<file path="src/rtl/pc_seq_unit.sv">
// Program-counter sequencer: sequential/branch/call/return/halt control,
// condition flags and a circular return-address stack.
module pc_seq_unit #(
  parameter int                ADDR_W    = 16,
  parameter int                IMM_W     = 12,
  parameter int                RAS_DEPTH = 4,
  parameter logic [ADDR_W-1:0] RESET_PC  = '0
) (
  input  logic              clk,
  input  logic              rst_n,
  input  logic              stall,
  input  logic              br,
  input  logic [2:0]        cond,
  input  logic              call,
  input  logic              ret,
  input  logic              hlt_in,
  input  logic [IMM_W-1:0]  imm,
  input  logic [ADDR_W-1:0] ret_reg,
  input  logic              set_z,
  input  logic              set_vn,
  input  logic              alu_z,
  input  logic              alu_v,
  input  logic              alu_n,
  output logic [ADDR_W-1:0] pc,
  output logic [ADDR_W-1:0] link_addr,
  output logic              z_flag,
  output logic              v_flag,
  output logic              n_flag,
  output logic              halted,
  output logic              ras_empty,
  output logic              ras_ovf,
  output logic              ras_unf
);

  localparam int PTR_W = (RAS_DEPTH > 1) ? $clog2(RAS_DEPTH) : 1;
  localparam int CNT_W = PTR_W + 1;

  logic [ADDR_W-1:0] r_pc;
  logic              r_z, r_v, r_n;
  logic              r_halted, r_ovf, r_unf;
  logic [PTR_W-1:0]  r_wp;
  logic [CNT_W-1:0]  r_cnt;
  logic [ADDR_W-1:0] r_ras [RAS_DEPTH];

  logic [ADDR_W-1:0] w_link, w_target;
  logic [PTR_W-1:0]  w_top;
  logic              w_empty, w_full, w_taken, w_adv, w_push;

  assign w_link   = r_pc + ADDR_W'(1);
  assign w_target = w_link + ADDR_W'($signed(imm));
  assign w_top    = r_wp - PTR_W'(1);
  assign w_empty  = (r_cnt == '0);
  assign w_full   = (r_cnt == CNT_W'(RAS_DEPTH));
  assign w_adv    = !stall && !r_halted;
  assign w_push   = w_adv && !hlt_in && !ret && call;

  // Branch condition uses the flags registered before this edge.
  always_comb begin
    w_taken = 1'b0;
    case (cond)
      3'b000:  w_taken = !r_z;
      3'b001:  w_taken = r_z;
      3'b010:  w_taken = !r_z && !r_n;
      3'b011:  w_taken = r_n;
      3'b100:  w_taken = r_z || !r_n;
      3'b101:  w_taken = r_z || r_n;
      3'b110:  w_taken = r_v;
      default: w_taken = 1'b1;
    endcase
  end

  always_ff @(posedge clk or negedge rst_n) begin
    if (!rst_n) begin
      r_pc     <= RESET_PC;
      r_z      <= 1'b0;
      r_v      <= 1'b0;
      r_n      <= 1'b0;
      r_halted <= 1'b0;
      r_ovf    <= 1'b0;
      r_unf    <= 1'b0;
      r_wp     <= '0;
      r_cnt    <= '0;
    end else if (w_adv) begin
      if (set_z) r_z <= alu_z;
      if (set_vn) begin
        r_v <= alu_v;
        r_n <= alu_n;
      end
      if (hlt_in) begin
        r_halted <= 1'b1;
      end else if (ret) begin
        if (w_empty) begin
          r_pc  <= ret_reg;
          r_unf <= 1'b1;
        end else begin
          r_pc  <= r_ras[w_top];
          r_wp  <= w_top;
          r_cnt <= r_cnt - CNT_W'(1);
        end
      end else if (call) begin
        r_pc <= w_target;
        // When full, the write pointer sits on the oldest entry, so it is overwritten.
        r_wp <= r_wp + PTR_W'(1);
        if (w_full) r_ovf <= 1'b1;
        else        r_cnt <= r_cnt + CNT_W'(1);
      end else if (br && w_taken) begin
        r_pc <= w_target;
      end else begin
        r_pc <= w_link;
      end
    end
  end

  always_ff @(posedge clk) begin
    if (w_push) r_ras[r_wp] <= w_link;
  end

  assign pc        = r_pc;
  assign link_addr = w_link;
  assign z_flag    = r_z;
  assign v_flag    = r_v;
  assign n_flag    = r_n;
  assign halted    = r_halted;
  assign ras_empty = w_empty;
  assign ras_ovf   = r_ovf;
  assign ras_unf   = r_unf;

endmodule

</file>
<file path="config.mk">
export PLATFORM = sky130hd
export DESIGN_NAME = pc_seq_unit
export DESIGN_NICKNAME = d
export VERILOG_FILES = /design/src/rtl/pc_seq_unit.sv
export SDC_FILE = /design/constraint.sdc
export NUM_CORES = 1
export LEC_CHECK = 0
export ABC_AREA = 1
export CAP_MARGIN = 15
export CORE_MARGIN = 2
export CORE_UTILIZATION = 30
export CTS_BUF_LIST = sky130_fd_sc_hd__clkbuf_4 sky130_fd_sc_hd__clkbuf_8
export DETAILED_ROUTE_END_ITERATION = 12
export PLACE_DENSITY = 0.58
export SETUP_SLACK_MARGIN = 0.05
export SYNTH_ARGS = -nofsm -noshare
export SYNTH_HDL_FRONTEND = slang
export SYNTH_SLANG_ARGS = --single-unit
</file>
<file path="constraint.sdc">
create_clock -name clk -period 2.93 [get_ports clk]
set_input_delay 0.586 -clock clk [delete_from_list [all_inputs] [get_ports clk]]
set_output_delay 0.586 -clock clk [all_outputs]
set_load 0.02 [all_outputs]
</file>
# [After elaboration in Yosys (flattened, before gate mapping)]
# Memory sizes are Yosys's and may differ from the RTL's.
# Cells that the tools add are included.
[op_classes] addsub=6 n_eq_ne=9 muxes=14 bitwise=2 reduce_logical=25
[op_table] operator="2-to-1 mux 16 bit" count=4
[op_table] operator="adder 16 x 1 -> 16 bit (second input constant)" count=1
[op_table] operator="adder 16 bit" count=1
[op_table] operator="equality test 3 bit (second input constant)" count=4
[op_table] operator="2-to-1 mux 3 bit" count=4
[op_table] operator="AND reduction 5 bit" count=2
[op_table] operator="AND reduction 2 bit" count=4
[op_table] operator="AND reduction 4 bit" count=2
[op_table] operator="one-hot mux 1 bit (7 select lines)" count=1
[op_table] operator="equality test 3 x 2 -> 1 bit (second input constant)" count=2
[op_table] operator="logical AND 1 bit" count=6
[op_table] operator="logical NOT 1 bit" count=6
[op_table] operator="logical NOT 3 bit" count=2
[op_table] operator="2-to-1 mux 2 bit" count=3
[op_table] operator="!= test 2 bit (second input constant)" count=2
[op_table] operator="adder 3 x 1 -> 3 bit (second input constant)" count=1
[op_table] operator="equality test 3 x 1 -> 1 bit (second input constant)" count=1
[op_table] operator="subtractor 3 x 1 -> 3 bit (second input constant)" count=1
[op_table] operator="adder 2 x 1 -> 2 bit (second input constant)" count=1
[op_table] operator="logical OR 1 bit" count=2
[op_table] operator="2-to-1 mux 1 bit" count=2
[op_table] operator="NOT 1 bit" count=2
[op_table] operator="nonzero test 2 bit" count=1
[op_table] operator="subtractor 2 x 1 -> 2 bit (second input constant)" count=1
[word_totals] reg_bits=27 mem_bits_rw=64 in_bits=43 out_inout_bits=39 wordCells=66 n_memories=1
[memory_table] memory="r_ras" words=4 word_bits=16 read_ports=1 rd_clocked_by_memory_dff=0 write_ports=1 line_no="43" text="logic [ADDR_W-1:0] r_ras [RAS_DEPTH];"

# [Logic depth before layout (Yosys ltp)]
# Gate-level depths: netlist (run 1).
[depth] depth_word=7 ltp_mapped=20 ltp_nobuf=20

# [Worst setup path after synthesis (run 1)]
# No wires, ideal clock.
[synth_path] kind="flip-flop to flip-flop" from="reg r_pc[2] (netlist: pc[2])" to="reg r_pc[15] (netlist: pc[15])" setup_time_ps=123 arrival_ps=2591 required_ps=2807 slack_ps=217 path_stages_with_launch=15 synth_period_minus_slack_ps=2713 path_cell_list="dfrtp_1 nand3_2 nor2_2 xor2_1 ha_1 nand2_1 inv_1 a21oi_1 nand2_1 nand2_1 nand2_1 nand3_1 nand3_1 nand2_1 a21oi_2"
[synth_via] elab_chain_len=5
[synth_lines] element="start: declaration" line_no="38" text="logic [ADDR_W-1:0] r_pc;"
[synth_lines] element="start signal: assignment" line_no="93" text="r_pc <= ret_reg;"
[synth_lines] element="start signal: assignment" line_no="96" text="r_pc <= r_ras[w_top];"
[synth_lines] element="start signal: assignment" line_no="101" text="r_pc <= w_target;"
[synth_lines] element="adder 16 x 1 -> 16 bit (*)" line_no="49" text="assign w_link = r_pc + ADDR_W'(1);"
[synth_lines] element="named net link_addr[5]" line_no="25" text="output logic [ADDR_W-1:0] link_addr,"
[synth_lines] element="adder 16 bit (*)" line_no="50" text="assign w_target = w_link + ADDR_W'($signed(imm));"
[synth_lines] element="2-to-1 mux 16 bit" line_no="106" text="end else if (br && w_taken) begin"
[synth_lines] element="2-to-1 mux 16 bit (*)" line_no="100" text="end else if (call) begin"
[synth_lines] element="2-to-1 mux 16 bit (*)" line_no="91" text="end else if (ret) begin"
# The timed path passes the listed nets; every way through them passes the cells marked *.
# A chain may end at the register's enable or synchronous reset.

# [Final worst setup path (run 1)]
[layout_path] from="reg r_pc[2] (netlist: pc[2])" to="out link_addr[13]"
[layout_via] elab_chain_len=1
[layout_lines] element="adder 16 x 1 -> 16 bit" line_no="49"
[layout_lines] element="end: declaration" line_no="25"
# No other way between the ends.

==> results of run 1 <==
kinds of logic (layout without fill, tap and decap cells):
kind of cell	Yosys count	count (layout)	share of synthesized area
AOI/OAI and AO/OA	123	123	0.1316
DFF	91	91	0.4717
adders and majority gates	26	26	0.06180
and+or+nand+nor	298	298	0.2324
xor gates and xnor gates	15	15	0.02386
muxes	1	1	0.002045
buffers and inverters	104	203	0.07657
routing by layer:
metal  share of wire  wire length (microns)  global-route usage
met2            0.48                   7945              0.2820
met5               0                      0                   0
met3           0.046                    767             0.01824
met4           0.017                    276             0.05476
met1            0.46                   7643              0.2314
where the power goes:
group	total, mW	internal, mW	switching (mW)
clock	0.931	0.477	0.453
sequential	1.69	1.55	0.142
combinational	2.49	0.923	1.57
total	5.11	2.95	2.16
stage by stage:
step	cell area, sq um	utilization	instances	power (mW)
after floorplan	5507	-	658	3.267
after global placement	6671	0.3714	970	4.175
after detailed placement	6671	0.3714	970	4.177
after CTS	6885	0.3833	986	5.088
after global routing	6948	0.3868	986	5.450
final	6948	0.3868	986	5.110
worst max path at each step:
stage / slack, ns / endpoint / from
global route: 0.01 / pc[13] / pc[5]
floorplan: 0.22 / pc[15] / pc[2]
detailed placement: 0.15 / pc[13] / pc[1]
CTS: 0.06 / link_addr[14] / pc[8]
finish: 0.15 / link_addr[13] / pc[2]
global placement: 0.15 / pc[13] / pc[1]
final cells by class:
cell class              count  area (sq um)
clock inverters             7         92.59
multi-input cells         463          2547
fillers                  1817         11020
repair buffers            102         980.9
well taps                 229         286.5
inverters                  85         319.1
flip-flops and latches     91          2597
clock buffers               9         123.9
flip-flops by register name, indices dropped and copies added, names as in the netlist:
register	cells
r_wp	2
halted	1
r_ras	64
ras_unf	1
r_cnt	3
v_flag	1
ras_ovf	1
z_flag	1
pc	16
n_flag	1
cell usage in the layout, fill, tap and decap left out, types with 21 or more instances in the layout:
master / synthesis / routed
edfxtp_1: 64 / 64
nand3_1: 37 / 37
ha_1: 24 / 21
nor2_1: 92 / 92
o21ai_0: 43 / 43
dfrtp_1: 27 / 27
inv_1: 73 / 70
nand2_1: 133 / 133
a21oi_1: 26 / 24
clkdlybuf4s50_1: 0 / 69
==> impl_metrics.tcl, run 1 <==
set metrics [dict create \
    rsz0062_at_grt "true" \
    peakVddDrop_v 0.0002907 \
    syn_inst 658 \
    crit_chain "nand3_2, nor2_2, a31o_2, nand2_1, inv_1, dlygate4sd2_1" \
    maxCapViolations 0 \
    p_per_area_nw_per_um2 735.4 \
    r2r_cells 18 \
    routed_wl_microns 16630 \
    fin_skew_ns 0.01146 \
    ys_types 42 \
    setup_ws_ns 0.1483 \
    grt_max_degree 36 \
    drt-initial-drc-count 507 \
    reg2reg_slack_ns 0.26 \
    synthesis.nets 727 \
    final_antenna_net_count 0 \
    rows 49 \
    start_util 0.3065 \
    synth_edf_count 64 \
    grt_use_total 0.1692 \
    drive_above_1_share 0.1162 \
    yosys.area.top_type "edfxtp_1" \
    netlist_area_sq_um 5507 \
    avgRoutedWirePerCell_microns 16.87 \
    area_growth_pct 26.18 \
    grt_pass1_wl_microns 25470 \
    finalNetCount 821 \
    hold_violations 0 \
    synth-seq-cells 91 \
    cts_setup_buffers 0 \
    critPathMaxStageDelay_ns 0.48 \
    grt_overflow_total 0 \
    r2r-end "pc[14]" \
    max_freq_mhz 359.5 \
    cts.sinks 91 \
    cp.arrival_ns 2.20 \
    dieArea_sq_um 19450 \
    routabilityCongestion 0.9028 \
    max_slew.worst_pin.slew_ns 0.6445 \
    r2r-start "pc[0]" \
    clock-root-buffer "clkbuf_8" \
    ios 82 \
    firstDrtPassIters 5 \
    route.detailed.drc 0 \
    yosysMostFrequentCell "nand2_1" \
    cts_tree "done" \
    hold_class "reg -> reg" \
    fin_crit_sh 0.9494 \
    antenna_cells 0 \
    cts_buffers 9 \
    synth_top_area_frac 0.3490 \
    pre_cts_ws_ns 0.1544 \
    endpoint_kind "output pin" \
    p_leak_nw 3.024 \
    cp.buffers_inverters 2 \
    fin_crit_ns 2.782 \
    h-tree-depth 3 \
    status "finished, final reports clean" \
    critical_path_depth 6 \
    critPathMaxFanout 7 \
    ys_seq_area_frac 0.4717 \
    fp.coreArea_sq_um 17960 \
    clock_latency_ns 0.37 \
    min-delay-start "ras_unf" \
    portBuffers 81 \
    yosys_warnings 0 \
    cp-start-kind "register" \
    clockBufferDepth 2 \
    slew_headroom 0.5699 \
    viasPerCell 4.951 \
    avgSynthCellArea_sq_um 8.369 \
    antenna_found_initial 0 \
    die_x_microns 139.5 \
    async_reset_ff_frac 0.2967 \
    cp_slowest_cell "dfrtp_1" \
    setup_viol 0 \
    clk_pin_slew_worst_paths_ns 0.09 \
    maxSlewViolCount 0 \
    ctsResizeCount 10 \
    first_global_vias 4560 \
    place.detailed.hpwl_microns 12210 \
    cts-hold-fix-buffers 0 \
    holdPathStages 1 \
    required_ns 2.34 \
    die_h_microns 139.5 \
    vias 4882 \
    synth_flop_cell "edfxtp_1" \
    critical-path-top-delay-family "buffers and inverters" \
    min_to "ras_unf" \
    finalSetupTns_ns 0 \
    synth_area_leaders "edfxtp_1, dfrtp_1, nand2_1" \
    path_class "reg -> out" \
    synth_common_cells "nand2_1, nor2_1, inv_1" \
    whs_ns 0.5243 \
]
Note: power is estimated with default switching activity, not from simulation.
==> run 2, diff against run 1 <==
- CTS_CLUSTER_SIZE: default -> 14
==> results of run 2 <==
No change in the layout: final DEF, timing and power equal those of run 1.
==> run 3, diff against run 2 <==
- CELL_PAD_IN_SITES_DETAIL_PLACEMENT: default -> 1
- CELL_PAD_IN_SITES_GLOBAL_PLACEMENT: default -> 2
- GPL_ROUTABILITY_DRIVEN: default -> 0
- PLACE_DENSITY: 0.58 -> 0.84
==> impl_metrics.tcl, run 3 (same netlist as run 1, synthesis figures left out) <==
set metrics [dict create \
    final_util 0.3880 \
    hold_violations 0 \
    final_antenna_net_count 0 \
    p_per_area_nw_per_um2 764.4 \
    avgRoutedWirePerCell_microns 19.41 \
    dieArea_sq_um 19450 \
    critical-path-top-delay-family "buffers and inverters" \
    setup_viol 0 \
    cts-hold-fix-buffers 0 \
    portBuffers 81 \
    vias 4996 \
    slew_headroom 0.6279 \
    grt_overflow_total 0 \
    fin_crit_ns 2.777 \
    fp.coreArea_sq_um 17960 \
    instances_no_fill 984 \
    clock_latency_ns 0.38 \
    grt_pass1_wl_microns 29940 \
    p_leak_nw 2.960 \
    endpoint_kind "output pin" \
    die_x_microns 139.5 \
    start_util 0.3065 \
    cp.buffers_inverters 3 \
    r2r-start "pc[1]" \
    grt_max_degree 36 \
    fin_skew_ns 0.01685 \
    routed_wl_microns 19100 \
    drt-initial-drc-count 348 \
    place.detailed.hpwl_microns 14460 \
    fin_crit_sh 0.9477 \
    critPathMaxFanout 6 \
    final_common_cell "nand2_1" \
    largest_register "r_ras" \
    setup_ws_ns 0.1533 \
    route.detailed.drc 0 \
    clock-root-buffer "clkbuf_8" \
    h-tree-depth 3 \
    rows 49 \
    pre_cts_ws_ns 0.04188 \
    maxSlewViolCount 0 \
    firstDrtPassIters 5 \
    max_slew.worst_pin.slew_ns 0.5575 \
    peakVddDrop_v 0.0003018 \
    cp_slowest_cell "clkdlybuf4s50_1" \
    finalSetupTns_ns 0 \
    die_h_microns 139.5 \
    cts.sinks 91 \
    first_global_vias 5321 \
    rsz0062_at_grt "true" \
    antenna_found_initial 0 \
    grt_use_total 0.2013 \
    clk_pin_slew_worst_paths_ns 0.10 \
    required_ns 2.34 \
    min-delay-start "ras_ovf" \
    antenna_cells 0 \
    startpoint "pc[0]" \
    place_inst 967 \
    crit_chain "ha_2, nand2_2, inv_2, nor2_2, buf_4, clkdlybuf4s50_1" \
    critPathMaxStageDelay_ns 0.60 \
    clockBufferDepth 2 \
    viasPerCell 5.077 \
    cp.arrival_ns 2.19 \
    max_freq_mhz 360.1 \
    cts_buffers 9 \
    status "finished, final reports clean" \
    path_class "reg -> out" \
    layout_common_cells "nand2_1, nor2_1, clkdlybuf4s50_1, inv_1, edfxtp_1" \
    cts_tree "done" \
    finalNetCount 819 \
    drive_above_1_share 0.1444 \
    hold_class "reg -> reg" \
    power_mw 5.328 \
    largest_register_ffs 64 \
    maxCapViolations 0 \
    area_growth_pct 26.58 \
    ios 82 \
    cp-start-kind "register" \
]
-- run 3: changes by cell type in the layout (fill, tap and decap cells not counted), sizes merged --
cell,before,now
buf,21,19
clkbuf,9,10
clkdlybuf4s50,69,71
clkinv,4,1
dlygate4sd2,8,10
dlymetal6s2s,4,0
inv,84,86
-- run 3: cell type report --
cell class	count	area, sq um
clock buffer	10	131.4
clock inverter	6	93.84
fill	2125	10990
inverter	85	325.3
multi-input combinational	463	2585
sequential	91	2608
tap	229	286.5
timing repair buffer	100	940.9
-- run 3: where the power goes --
part | internal (mW) | leakage (nW) | total (mW) | switching (mW)
sequential | 1.55 | 0.889 | 1.70 | 0.152
combinational | 0.949 | 1.96 | 2.63 | 1.68
clock | 0.500 | 0.111 | 0.991 | 0.492
total | 3.00 | 2.96 | 5.33 | 2.33
-- run 3: stage by stage --
step                hold slack [ns]  cell area (sq um)
finish                       0.4739               6970
CTS                          0.4754               6860
floorplan                    0.2904               5507
global route                 0.4811               6970
detailed placement           0.4551               6636
global placement             0.4547               6636
-- run 3: worst paths after layout --
| kind | end | slack [ns] | depth (start not counted) |
|---|---|---|---|
| min | ras_ovf | 0.47 | 1 |
| max in group asynchronous | pc[5] | 2.01 | 2 |
| min reg2reg | ras_ovf | 0.47 | 1 |
| max | link_addr[2] | 0.15 | 6 |
| max reg2reg | pc[7] | 0.26 | 16 |
| min in group asynchronous | v_flag | 0.60 | 2 |
-- run 3: routing by layer --
layer	track usage	vias to the layer above	wire [microns]
li1	-	2373	-
met1	0.2485	2489	8125
met2	0.3509	106	9694
met3	0.04267	28	844
met4	0.06539	0	440
met5	0	-	0
-- run 3: worst register-to-register path, delay by kind of cell, from the launching register on --
family / cells / cell delay [ns]
xor+xnor: 2 / 0.35
simple gates: 8 / 0.75
flops: 1 / 0.44
buf+inv: 2 / 0.21
fa+ha+maj: 2 / 0.57
compound gates: 2 / 0.24
-- run 3: what timing repair did --
action	in CTS	in global routing
gates cloned	0	0
pin swaps	0	1
gates resized for setup	17	30
setup buffers	0	1
setup endpoints to repair	13	17
